**config.mk**
```make
export PLATFORM = sky130hd
export DESIGN_NAME = cfg_frame_tx_flat
export DESIGN_NICKNAME = d
export VERILOG_FILES = /design/src/rtl/cfg_frame_tx_if.sv /design/src/rtl/cfg_frame_tx.sv /design/src/flat_wrapper.sv
export SDC_FILE = /design/constraint.sdc
export NUM_CORES = 1
export LEC_CHECK = 0
export CORE_MARGIN = 1
export CORE_UTILIZATION = 45
export DETAILED_ROUTE_END_ITERATION = 12
export PLACE_DENSITY = 0.69
export REMOVE_ABC_BUFFERS = 1
export SYNTH_ARGS = -nofsm -noshare
export SYNTH_HDL_FRONTEND = slang
export SYNTH_SLANG_ARGS = --single-unit
```
**constraint.sdc**
```tcl
create_clock -name clk -period 1.69 [get_ports clk]
set_input_delay 0.169 -clock clk [delete_from_list [all_inputs] [get_ports clk]]
set_output_delay 0.169 -clock clk [all_outputs]
set_load 0.02 [all_outputs]
```
**src/rtl/cfg_frame_tx_if.sv**
```systemverilog
// Parallel-load / serial-out handshake bundle between the host controller
// and the configuration frame serializer.
interface cfg_frame_tx_if;
  logic       start;
  logic [4:0] jump1;
  logic [4:0] jump2;
  logic [4:0] jump3;
  logic [4:0] jump4;
  logic [4:0] jump5;
  logic [1:0] clk_sel;
  logic       ready;
  logic       busy;
  logic       rx_rst_n;
  logic       ser_out;
  logic       done;

  modport master (
    output start, jump1, jump2, jump3, jump4, jump5, clk_sel,
    input  ready, busy, rx_rst_n, ser_out, done
  );

  modport slave (
    input  start, jump1, jump2, jump3, jump4, jump5, clk_sel,
    output ready, busy, rx_rst_n, ser_out, done
  );
endinterface

```
**src/rtl/cfg_frame_tx.sv**
```systemverilog
// Builds the 27-bit state-table configuration frame, pulses the receiver's
// reset for SYNC_CYC cycles, then shifts the frame out MSB first.
module cfg_frame_tx #(
  parameter int SYNC_CYC = 2,
  parameter int FRAME_W  = 27
) (
  input  logic          clk,
  input  logic          reset,
  cfg_frame_tx_if.slave bus
);

  localparam logic [4:0] BIT_LAST  = 5'(FRAME_W - 1);
  localparam logic [3:0] SYNC_LAST = 4'(SYNC_CYC - 1);

  typedef enum logic [1:0] {IDLE, SYNC, SHIFT, DONE} state_t;

  state_t               state_reg,    state_next;
  logic [FRAME_W-1:0]   shift_reg,    shift_next;
  logic [4:0]           bit_cnt_reg,  bit_cnt_next;
  logic [3:0]           sync_cnt_reg, sync_cnt_next;

  logic ready_reg,    ready_next;
  logic busy_reg,     busy_next;
  logic rx_rst_n_reg, rx_rst_n_next;
  logic ser_out_reg,  ser_out_next;
  logic done_reg,     done_next;

  always_ff @(posedge clk or negedge reset) begin
    if (!reset) begin
      state_reg    <= IDLE;
      shift_reg    <= '0;
      bit_cnt_reg  <= '0;
      sync_cnt_reg <= '0;
      ready_reg    <= 1'b1;
      busy_reg     <= 1'b0;
      rx_rst_n_reg <= 1'b1;
      ser_out_reg  <= 1'b0;
      done_reg     <= 1'b0;
    end else begin
      state_reg    <= state_next;
      shift_reg    <= shift_next;
      bit_cnt_reg  <= bit_cnt_next;
      sync_cnt_reg <= sync_cnt_next;
      ready_reg    <= ready_next;
      busy_reg     <= busy_next;
      rx_rst_n_reg <= rx_rst_n_next;
      ser_out_reg  <= ser_out_next;
      done_reg     <= done_next;
    end
  end

  always_comb begin
    state_next    = state_reg;
    shift_next    = shift_reg;
    bit_cnt_next  = bit_cnt_reg;
    sync_cnt_next = sync_cnt_reg;

    case (state_reg)
      IDLE: begin
        if (bus.start) begin
          shift_next    = {bus.clk_sel, bus.jump5, bus.jump4,
                           bus.jump3, bus.jump2, bus.jump1};
          bit_cnt_next  = '0;
          sync_cnt_next = '0;
          state_next    = SYNC;
        end
      end
      SYNC: begin
        if (sync_cnt_reg == SYNC_LAST) begin
          sync_cnt_next = '0;
          state_next    = SHIFT;
        end else begin
          sync_cnt_next = sync_cnt_reg + 4'd1;
        end
      end
      SHIFT: begin
        shift_next = {shift_reg[FRAME_W-2:0], 1'b0};
        if (bit_cnt_reg == BIT_LAST) begin
          bit_cnt_next = '0;
          state_next   = DONE;
        end else begin
          bit_cnt_next = bit_cnt_reg + 5'd1;
        end
      end
      DONE: begin
        state_next = IDLE;
      end
      default: begin
        state_next = IDLE;
      end
    endcase
  end

  // Outputs are registered from the next state so each output is aligned
  // with the state it describes; in SHIFT the MSB of the updated shift
  // register is the bit the receiver samples on the following edge.
  always_comb begin
    ready_next    = (state_next == IDLE);
    busy_next     = (state_next != IDLE);
    rx_rst_n_next = (state_next != SYNC);
    done_next     = (state_next == DONE);
    ser_out_next  = (state_next == SHIFT) ? shift_next[FRAME_W-1] : 1'b0;
  end

  assign bus.ready    = ready_reg;
  assign bus.busy     = busy_reg;
  assign bus.rx_rst_n = rx_rst_n_reg;
  assign bus.ser_out  = ser_out_reg;
  assign bus.done     = done_reg;

endmodule

```
**src/flat_wrapper.sv**
```systemverilog
// flat-port wrapper written by rule: the top's interface ports become plain ports
module cfg_frame_tx_flat 
#(
  parameter int SYNC_CYC = 2,
  parameter int FRAME_W  = 27
)
  (clk, reset, bus_start, bus_jump1, bus_jump2, bus_jump3, bus_jump4, bus_jump5, bus_clk_sel, bus_ready, bus_busy, bus_rx_rst_n, bus_ser_out, bus_done);
  cfg_frame_tx_if bus_i ();
  input  logic clk;
  input  logic reset;
  input wire logic [$bits(bus_i.start)-1:0] bus_start;
  input wire logic [$bits(bus_i.jump1)-1:0] bus_jump1;
  input wire logic [$bits(bus_i.jump2)-1:0] bus_jump2;
  input wire logic [$bits(bus_i.jump3)-1:0] bus_jump3;
  input wire logic [$bits(bus_i.jump4)-1:0] bus_jump4;
  input wire logic [$bits(bus_i.jump5)-1:0] bus_jump5;
  input wire logic [$bits(bus_i.clk_sel)-1:0] bus_clk_sel;
  output wire logic [$bits(bus_i.ready)-1:0] bus_ready;
  output wire logic [$bits(bus_i.busy)-1:0] bus_busy;
  output wire logic [$bits(bus_i.rx_rst_n)-1:0] bus_rx_rst_n;
  output wire logic [$bits(bus_i.ser_out)-1:0] bus_ser_out;
  output wire logic [$bits(bus_i.done)-1:0] bus_done;
  assign bus_i.start = bus_start;
  assign bus_i.jump1 = bus_jump1;
  assign bus_i.jump2 = bus_jump2;
  assign bus_i.jump3 = bus_jump3;
  assign bus_i.jump4 = bus_jump4;
  assign bus_i.jump5 = bus_jump5;
  assign bus_i.clk_sel = bus_clk_sel;
  assign bus_ready = bus_i.ready;
  assign bus_busy = bus_i.busy;
  assign bus_rx_rst_n = bus_i.rx_rst_n;
  assign bus_ser_out = bus_i.ser_out;
  assign bus_done = bus_i.done;
  cfg_frame_tx #(.SYNC_CYC(SYNC_CYC), .FRAME_W(FRAME_W)) u_core (.clk(clk), .reset(reset), .bus(bus_i));
endmodule
```
# Yosys cells after proc, flatten, opt, wreduce, memory -nomap -nowiden
# Cells that the tools add are included.
op_classes:
  mux: 13
  add_sub_neg: 2
  eq_ne: 9
  n_reduce_logical: 7
op_table:
  columns: ["cell", "count"]
  rows:
  - ["case mux 27 bit (2 select lines)", 1]
  - ["two-way mux 27 bit", 1]
  - ["two-way mux 5 bit", 2]
  - ["case mux 5 bit (2 select lines)", 1]
  - ["== test 2 bit (second input constant)", 4]
  - ["two-way mux 4 bit", 2]
  - ["case mux 2 bit (4 select lines)", 1]
  - ["case mux 4 bit (2 select lines)", 1]
  - ["two-way mux 2 bit", 3]
  - ["nonzero test 2 bit", 3]
  - ["adder 5 x 1 -> 5 bit (second input constant)", 1]
  - ["== test 5 bit (second input constant)", 1]
  - ["adder 4 x 1 -> 4 bit (second input constant)", 1]
  - ["== test 4 x 1 -> 1 bit (second input constant)", 1]
  - ["logical NOT 2 bit", 2]
  - ["AND reduction 2 bit", 2]
  - ["== test 2 x 1 -> 1 bit (second input constant)", 1]
  - ["inequality test 2 x 1 -> 1 bit (second input constant)", 1]
  - ["inequality test 2 bit (second input constant)", 1]
  - ["two-way mux 1 bit", 1]
totals:
  reg_bits: 43
  input_bits: 30

# Longest topological paths before layout
# Gate-level depths: netlist of run 1.
logic_depth:
  word_depth: 5
  mapped_depth: 6

# Worst setup path before layout of run 1
# No wires, ideal clock.
synth_timing:
  path_kind: "register to register"
  startpoint: "register u_core.sync_cnt_reg[0]"
  endpoint: "register u_core.sync_cnt_reg[0]"
  stages_incl_launch_ff: 5
  period_less_slack_ps: 1253
  setup_time_ps: 76
  t_arrival_ps: 1177
  n_path_buf: 0
  slack_ps: 437
  path_cell_list: "dfrtp_1 ha_1 nor3b_1 or3_1 o21ai_1"
synth_via:
  elab_chain_cells: 3
  elab_cells_between_ends: 4
synth_lines:
  columns: ["item", "line", "text"]
  rows:
  - ["start, declared", "cfg_frame_tx.sv:20", "logic [3:0] sync_cnt_reg, sync_cnt_next;"]
  - ["start signal, assigned", "cfg_frame_tx.sv:43", "sync_cnt_reg <= sync_cnt_next;"]
  - ["adder 4 x 1 -> 4 bit or == test 4 x 1 -> 1 bit (tied branches)", "cfg_frame_tx.sv:73, cfg_frame_tx.sv:69", null]
  - ["two-way mux 4 bit (*)", "cfg_frame_tx.sv:69", "if (sync_cnt_reg == SYNC_LAST) begin"]
  - ["case mux 4 bit (2 select lines) (*)", "cfg_frame_tx.sv:58", "case (state_reg)"]
# Mark *: on every way between the ends. The rest lies on a longest branch, timed or not.
# A chain may end at the register's enable or synchronous reset.

# Final worst setup path of run 1
layout_timing:
  startpoint: "register u_core.rx_rst_n_reg, in the netlist u_core.bus.rx_rst_n"
  endpoint: "output bus_rx_rst_n"
layout_rtl:
  columns: ["item", "line", "text"]
  rows:
  - ["start, declared", "cfg_frame_tx.sv:24", "logic rx_rst_n_reg, rx_rst_n_next;"]
  - ["start signal, assigned", "cfg_frame_tx.sv:46", "rx_rst_n_reg <= rx_rst_n_next;"]
  - ["end, declared", "flat_wrapper.sv:20", "output wire logic [$bits(bus_i.rx_rst_n)-1:0] bus_rx_rst_n;"]
# No word-level cell between the ends.

==> metrics.log, run 1 <==
INFO  metric grt_most_used_layer = met2
INFO  metric detail_route.wl_per_cell = 14.2 µm
INFO  metric setup_viol = 0
INFO  metric fmax_achieved = 0.636 GHz
INFO  metric most_used_cells_in_the_layout_excluding_fill_and_tap_cells = sky130_fd_sc_hd__dfrtp_1 (41), sky130_fd_sc_hd__clkdlybuf4s50_1 (33), sky130_fd_sc_hd__a21oi_1 (27), sky130_fd_sc_hd__nor2b_1 (27)
INFO  metric detailroute.via_count = 1764
INFO  metric finalCoreUtilization = 57.4%
INFO  metric cts_root_buffer = sky130_fd_sc_hd__clkbuf_8
INFO  metric postSynthCellCount = 225
INFO  metric die_w = 72.2 µm
INFO  metric post_route_cells_drive_above_1_share = 11.7%
INFO  metric power.leakage = 1.10 nW
INFO  metric worst-endpoint-arrival = 1.40 ns
INFO  metric finalHoldViolCount = 0
INFO  metric drt_wl_total = 4.72 mm
INFO  metric critical_path.cell_chain = clkdlybuf4s50_1
INFO  metric syn_area_per_cell = 9.87 µm²
INFO  metric vdd_drop_max = 0.000632 V
INFO  metric min_path_type = input port to asynchronous set/reset pin
INFO  metric dieHeight = 72.2 µm
INFO  metric seq_area_frac_synth = 48.6%
INFO  metric finalCritPeriodShare = 93.1%
INFO  metric drt_first_iter_violations = 90
INFO  metric accumulated_negative_setup_slack = 0 ns
INFO  metric place_inst = 323
INFO  metric routabilityCongestion = 0.817
INFO  metric cts_buffer_depth = 2
INFO  metric post_drt_via_cell_ratio = 5.31
INFO  metric grt_util_met1 = 27.7%
INFO  metric cts_resized = 0
INFO  metric first_pass_grt_wire_length = 7.93 mm
INFO  metric finish.net_count = 298
INFO  metric post_cts_hold_buffer_count = 1
INFO  metric netlist-cell-type-count = 35
INFO  metric tritoncts_num_sinks = 43
INFO  metric pwr_density_cell = 1610 nW/µm²
INFO  metric fin_worst_skew = 0.00645 ns
INFO  metric critical_path.n_buffers_inverters = 1
INFO  metric post_cts.repair.setup_buffers = 0
INFO  metric initial_utilization = 47.0%
INFO  metric max_slew.worst_pin.slew = 0.446 ns
INFO  metric synthDominantAreaCellType = sky130_fd_sc_hd__dfrtp_1
INFO  metric route.detailed.drc = 0
INFO  metric yosys_register_bits = 43
INFO  metric post_cts_clock_slew_at_the_launch_and_capture_registers_of_the_worst_setup_and_hold_paths = 0.09 ns
INFO  metric insertedDiodeCount = 0
INFO  metric cpMaxStageDelayCell = sky130_fd_sc_hd__clkdlybuf4s50_1
INFO  metric place.port_buffers = 34
INFO  metric fin_worst_hold_slack = 0.336 ns
INFO  metric antenna_violations_before_repair = 0
INFO  metric place_hpwl = 3.27 mm
INFO  metric cts_buffers = 5
INFO  metric syn_area = 2220 µm²
INFO  metric fin_crit_period = 1.57 ns
INFO  metric dr.pass1.iters = 4
INFO  metric cts_tree = done
INFO  metric largest_register_ffs = 27
INFO  metric grt_start_max_net_pins = 29
INFO  metric crit_path_start_kind = flip-flop
INFO  metric area_growth_from_synthesis_to_layout = 22.1%
INFO  metric coreArea = 4720 µm²
INFO  metric ant_nets = 0
INFO  metric synth-warning-count = 0
INFO  metric number_of_max_cap_violations = 0
INFO  metric clk-insertion-delay-late = 0.29 ns
INFO  metric die_area = 5220 µm²
INFO  metric critical_path.endpoint_type = primary output
INFO  metric post_synth_main_area_contributors = sky130_fd_sc_hd__dfrtp_1 (46%), sky130_fd_sc_hd__a22oi_1 (8.5%), sky130_fd_sc_hd__nor2b_1 (7.6%)
INFO  metric slew_headroom = 70.3%
INFO  metric status = finished, final reports clean
INFO  metric rsz0062_at_grt = false
INFO  metric count_of_placed_standard_cells_in_the_final_layout_fillers_left_out = 332
INFO  metric slew_viol_final = 0
INFO  metric met2_usage = 29.9%
INFO  metric overflow_after_grt = 0
INFO  metric worst-endpoint-required = 1.52 ns
INFO  metric timing.critical_path.slowest_cell_delay = 0.59 ns
INFO  metric timing.setup.critical_path_class = flip-flop to primary output
INFO  metric nFillCells = 431
INFO  metric met3_usage = 4.31%
INFO  metric ioPinCount = 35
INFO  metric yosys.area.top_type_share = 46.2%
INFO  metric globalRouteTotalUtil = 19.6%
INFO  metric cts-htree-levels = 2
INFO  metric placementRows = 25
INFO  metric first_global_vias = 1674
INFO  metric path_max_fanout = 1
INFO  metric layout.cells.most_common = sky130_fd_sc_hd__dfrtp_1
INFO  metric timing.critical_path.max_delay_family = buffers and inverters
==> cells by family after synthesis <==
group                      count (synthesis)  synth area share [%]
AOI/OAI and AO/OA                         96                  26.3
and+or+nand+nor                           56                  14.7
DFF                                       43                  48.6
buffers and inverters                     23                  6.82
adders and majority gates                  4                  2.25
muxes                                      2                 0.902
xor gates and xnor gates                   1                 0.395
==> path summary, 6_finish.rpt <==
path,start,endpoint,slack [ns],cells past startpoint
max,u_core.bus.rx_rst_n$_DFF_PN1_,bus_rx_rst_n,0.12,1
min,reset,u_core.shift_reg[13]$_DFFE_PN0P_,0.34,2
max reg2reg,u_core.state_reg[0]$_DFF_PN0_,u_core.sync_cnt_reg[0]$_DFFE_PN0P_,0.32,4
min reg2reg,u_core.shift_reg[0]$_DFFE_PN0P_,u_core.shift_reg[0]$_DFFE_PN0P_,0.53,2
max in group asynchronous,reset,u_core.bus.rx_rst_n$_DFF_PN1_,0.73,3
min in group clk,bus_jump3[2],u_core.shift_reg[12]$_DFFE_PN0P_,0.48,3
==> per-stage QoR <==
step           area (µm²)  power (W)  setup WS, ns
2_1_floorplan        2090    0.00310        -0.152
3_3_place_gp         2620    0.00370         0.174
3_5_place_dp         2620    0.00376         0.168
4_1_cts              2710    0.00441        0.0997
5_1_grt              2710    0.00473        0.0795
6_report             2710    0.00437         0.117
==> power by group <==
part | switching, W | internal [W]
Clock | 0.000355 | 0.000289
Sequential | 0.000371 | 0.00152
Combinational | 0.000912 | 0.000925
Total | 0.00164 | 0.00274
==> cell type report <==
cell class / instances / area, µm² / area share [%]
Clock inverter: 2 / 12.5 / 0.462
Timing Repair Buffer: 49 / 450 / 16.6
Sequential cell: 43 / 1080 / 39.8
Inverter: 6 / 22.5 / 0.831
Tap cell: 67 / 83.8 / 3.09
Multi-Input combinational cell: 159 / 990 / 36.5
Clock buffer: 6 / 72.6 / 2.68
==> cells in the mapped netlist (all sizes together) <==
cell / count
inv: 6
a21oi: 27
clkbuf: 5
a21o: 2
o21bai: 2
o22ai: 1
nand2b: 2
or3: 2
xor2: 1
nor3b: 1
o21ai: 34
a22oi: 25
a31oi: 1
nand4b: 1
nand2: 12
dfrtp: 41
buf: 12
nor2: 3
dfstp: 2
nor2b: 29
o211ai: 1
nor3: 2
a221oi: 1
nand3: 4
mux2i: 2
o31ai: 1
ha: 4
o2bb2ai: 1
==> layer usage <==
metal / share of wire, % / vias to the layer above / wire, µm
met1: 47 / 845 / 2240
met3: 3.1 / 5 / 148
li1: - / 883 / -
met2: 48 / 31 / 2290
met4: 0.93 / 0 / 44
met5: 0 / - / 0
(Power assumes the default switching activity.)
==> run 2, diff against run 1 <==
--- a/config.mk
+++ b/config.mk
@@ -8,7 +8,7 @@
 export CORE_MARGIN = 1
 export CORE_UTILIZATION = 45
 export DETAILED_ROUTE_END_ITERATION = 12
-export PLACE_DENSITY = 0.69
+export PLACE_DENSITY = 0.7
 export REMOVE_ABC_BUFFERS = 1
 export SYNTH_ARGS = -nofsm -noshare
 export SYNTH_HDL_FRONTEND = slang
==> metrics.log, run 2 (synthesized netlist as in run 1, its figures left out) <==
INFO  metric timing.critical_path.slowest_cell_delay = 0.59 ns (about the same)
INFO  metric initial_utilization = 47.0% (unchanged)
INFO  metric rsz0062_at_grt = false (unchanged)
INFO  metric ant_nets = 0 (unchanged)
INFO  metric cts_root_buffer = sky130_fd_sc_hd__clkbuf_8 (unchanged)
INFO  metric die_area = 5220 µm² (unchanged)
INFO  metric critical_path.n_buffers_inverters = 1 (unchanged)
INFO  metric reg2reg_capture_point = u_core.bus.ser_out$_DFF_PN0_ (was u_core.sync_cnt_reg[0]$_DFFE_PN0P_)
INFO  metric slew_viol_final = 0 (unchanged)
INFO  metric drt_wl_total = 4.67 mm (was 4.72 mm)
INFO  metric cts-htree-levels = 2 (unchanged)
INFO  metric place_inst = 322 (was 323)
INFO  metric ioPinCount = 35 (unchanged)
INFO  metric grt_start_max_net_pins = 29 (unchanged)
INFO  metric first_global_vias = 1661 (was 1674)
INFO  metric path_max_fanout = 1 (unchanged)
INFO  metric finalHoldViolCount = 0 (unchanged)
INFO  metric status = finished, final reports clean (unchanged)
INFO  metric cpMaxStageDelayCell = sky130_fd_sc_hd__clkdlybuf4s50_1 (unchanged)
INFO  metric setup_viol = 0 (unchanged)
INFO  metric post_cts_clock_slew_at_the_launch_and_capture_registers_of_the_worst_setup_and_hold_paths = 0.08 ns (was 0.09 ns)
INFO  metric p_clk_share = 14.4% (was 14.7%)
INFO  metric max_slew.worst_pin.slew = 0.498 ns (was 0.446 ns)
INFO  metric min_path_type = input port to asynchronous set/reset pin (unchanged)
INFO  metric cts_resized = 0 (unchanged)
INFO  metric detail_route.wl_per_cell = 14.1 µm (was 14.2 µm)
INFO  metric count_of_placed_standard_cells_in_the_final_layout_fillers_left_out = 331 (was 332)
INFO  metric switchingPower = 0.00162 W (was 0.00164 W)
INFO  metric finish.net_count = 297 (was 298)
INFO  metric post_cts_hold_buffer_count = 1 (unchanged)
INFO  metric post_cts.repair.setup_buffers = 0 (unchanged)
INFO  metric slew_headroom = 66.8% (was 70.3%)
INFO  metric share_of_power_burned_in_combinational_logic = 41.6% (was 42.0%)
INFO  metric cts_buffers = 5 (unchanged)
INFO  metric routabilityCongestion = 0.806 (was 0.817)
INFO  metric first_pass_grt_wire_length = 7.77 mm (was 7.93 mm)
INFO  metric largest_register_ffs = 27 (unchanged)
INFO  metric timing.setup.critical_path_class = flip-flop to primary output (unchanged)
INFO  metric critical_path.reg2reg.startpoint = u_core.state_reg[1]$_DFF_PN0_ (was u_core.state_reg[0]$_DFF_PN0_)
INFO  metric timing.critical_path.max_delay_family = buffers and inverters (unchanged)
INFO  metric pwr_density_cell = 1610 nW/µm² (about the same)
INFO  metric drt_first_iter_violations = 121 (was 90)
INFO  metric layout.cells.most_common = sky130_fd_sc_hd__dfrtp_1 (unchanged)
INFO  metric insertedDiodeCount = 0 (unchanged)
INFO  metric internal-power = 0.00273 W (was 0.00274 W)
INFO  metric clk-insertion-delay-late = 0.29 ns (about the same)
INFO  metric antenna_violations_before_repair = 0 (unchanged)
INFO  metric placementRows = 25 (unchanged)
INFO  metric coreArea = 4720 µm² (unchanged)
INFO  metric worst-endpoint-arrival = 1.40 ns (about the same)
INFO  metric p_total = 0.00434 W (was 0.00437 W)
INFO  metric most_used_cells_in_the_layout_excluding_fill_and_tap_cells = sky130_fd_sc_hd__dfrtp_1 (41), sky130_fd_sc_hd__clkdlybuf4s50_1 (33), sky130_fd_sc_hd__a21oi_1 (27), sky130_fd_sc_hd__nor2b_1 (27) (unchanged)
INFO  metric post_route_cells_drive_above_1_share = 11.0% (was 11.7%)
INFO  metric dieHeight = 72.2 µm (unchanged)
INFO  metric place.port_buffers = 34 (unchanged)
INFO  metric setup.reg_to_reg.worst_slack = 0.28 ns (was 0.32 ns)
INFO  metric netSwitchingFraction = 37.2% (was 37.5%)
INFO  metric place_hpwl = 3.25 mm (was 3.27 mm)
INFO  metric crit_path_start_kind = flip-flop (unchanged)
INFO  metric area_growth_from_synthesis_to_layout = 21.6% (was 22.1%)
INFO  metric die_w = 72.2 µm (unchanged)
INFO  metric globalRouteTotalUtil = 19.0% (was 19.6%)
INFO  metric post-route-cell-area = 2700 µm² (was 2710 µm²)
INFO  metric fin_worst_hold_slack = 0.370 ns (was 0.336 ns)
INFO  metric worst-endpoint-required = 1.52 ns (about the same)
INFO  metric fmax_achieved = 0.637 GHz (was 0.636 GHz)
INFO  metric critical_path.endpoint_type = primary output (unchanged)
INFO  metric cts_tree = done (unchanged)
INFO  metric reg2regPathDepth = 3 (was 4)
INFO  metric seq_power_share = 44.0% (was 43.3%)
INFO  metric cts_buffer_depth = 2 (unchanged)
INFO  metric route.detailed.drc = 0 (unchanged)
INFO  metric detailroute.via_count = 1797 (was 1764)
INFO  metric finalCoreUtilization = 57.1% (was 57.4%)
INFO  metric number_of_max_cap_violations = 0 (unchanged)
INFO  metric dr.pass1.iters = 5 (was 4)
INFO  metric tritoncts_num_sinks = 43 (unchanged)
INFO  metric power.leakage = 1.09 nW (was 1.10 nW)
INFO  metric post_drt_via_cell_ratio = 5.43 (was 5.31)
INFO  metric critical_path.cell_chain = clkdlybuf4s50_1 (unchanged)
INFO  metric nFillCells = 410 (was 431)
INFO  metric placed_area = 2610 µm² (was 2620 µm²)
INFO  metric vdd_drop_max = 0.000646 V (was 0.000632 V)
INFO  metric fin_crit_period = 1.57 ns (about the same)
INFO  metric overflow_after_grt = 0 (unchanged)
INFO  metric fin_worst_skew = 0.00755 ns (was 0.00645 ns)
INFO  metric finalCritPeriodShare = 92.9% (was 93.1%)
## run 2: cell count changes in the layout (fill, tap and decap cells not counted), sizes merged
cell | before | now
clkbuf | 6 | 7
buf | 15 | 14
clkinvlp | 1 | 0
## run 2: worst max-delay path by stage
stage	from	endpoint	slack, ns	depth (start not counted)
after detailed placement	bus_start	u_core.state_reg[0]$_DFF_PN0_	0.17	5
after global placement	bus_start	u_core.state_reg[0]$_DFF_PN0_	0.16	5
after global routing	u_core.bus.rx_rst_n$_DFF_PN1_	bus_rx_rst_n	0.08	1
after floorplan	u_core.state_reg[1]$_DFF_PN0_	u_core.bus.ser_out$_DFF_PN0_	-0.15	3
final	u_core.bus.rx_rst_n$_DFF_PN1_	bus_rx_rst_n	0.12	1
after CTS	u_core.bus.rx_rst_n$_DFF_PN1_	bus_rx_rst_n	0.11	1
## run 2: worst reg2reg max path, stage by stage (launching register included)
cell and delay [ns]:
sky130_fd_sc_hd__dfrtp_1 0.57, sky130_fd_sc_hd__nor2b_4 0.35, sky130_fd_sc_hd__o21ai_2 0.15, sky130_fd_sc_hd__a221oi_2 0.25
## run 2: layout make-up
| type | count | area (µm²) | area share [%] |
|---|---|---|---|
| multi-input cells | 159 | 990 | 36.7 |
| clock inverters | 1 | 5.00 | 0.185 |
| inverters | 6 | 22.5 | 0.834 |
| clock buffers | 7 | 76.3 | 2.83 |
| repair buffers | 48 | 443 | 16.4 |
| well taps | 67 | 83.8 | 3.11 |
| flip-flops and latches | 43 | 1080 | 40.0 |
## run 2: power by group through the flow
stage / clock, W / combinational [W] / sequential [W]
2_1_floorplan: 0 / 0.00111 / 0.00199
3_3_place_gp: 0 / 0.00176 / 0.00192
3_5_place_dp: 0 / 0.00181 / 0.00192
4_1_cts: 0.000644 / 0.00182 / 0.00191
5_1_grt: 0.000693 / 0.00203 / 0.00198
6_report: 0.000625 / 0.00181 / 0.00191
## run 2: through the flow
stage | worst slack, ns | setup TNS (ns)
floorplan | -0.152 | -2.07
global placement | 0.160 | 0
detailed placement | 0.167 | 0
CTS | 0.107 | 0
global route | 0.0849 | 0
finish | 0.120 | 0
## run 2: layer usage
| metal | vias to the layer above | global-route usage [%] | part of all wire, % |
|---|---|---|---|
| li1 | 878 | - | - |
| met1 | 876 | 26.2 | 49 |
| met2 | 39 | 30.4 | 47 |
| met3 | 4 | 3.61 | 3.3 |
| met4 | 0 | 5.66 | 0.81 |
| met5 | - | 0 | 0 |
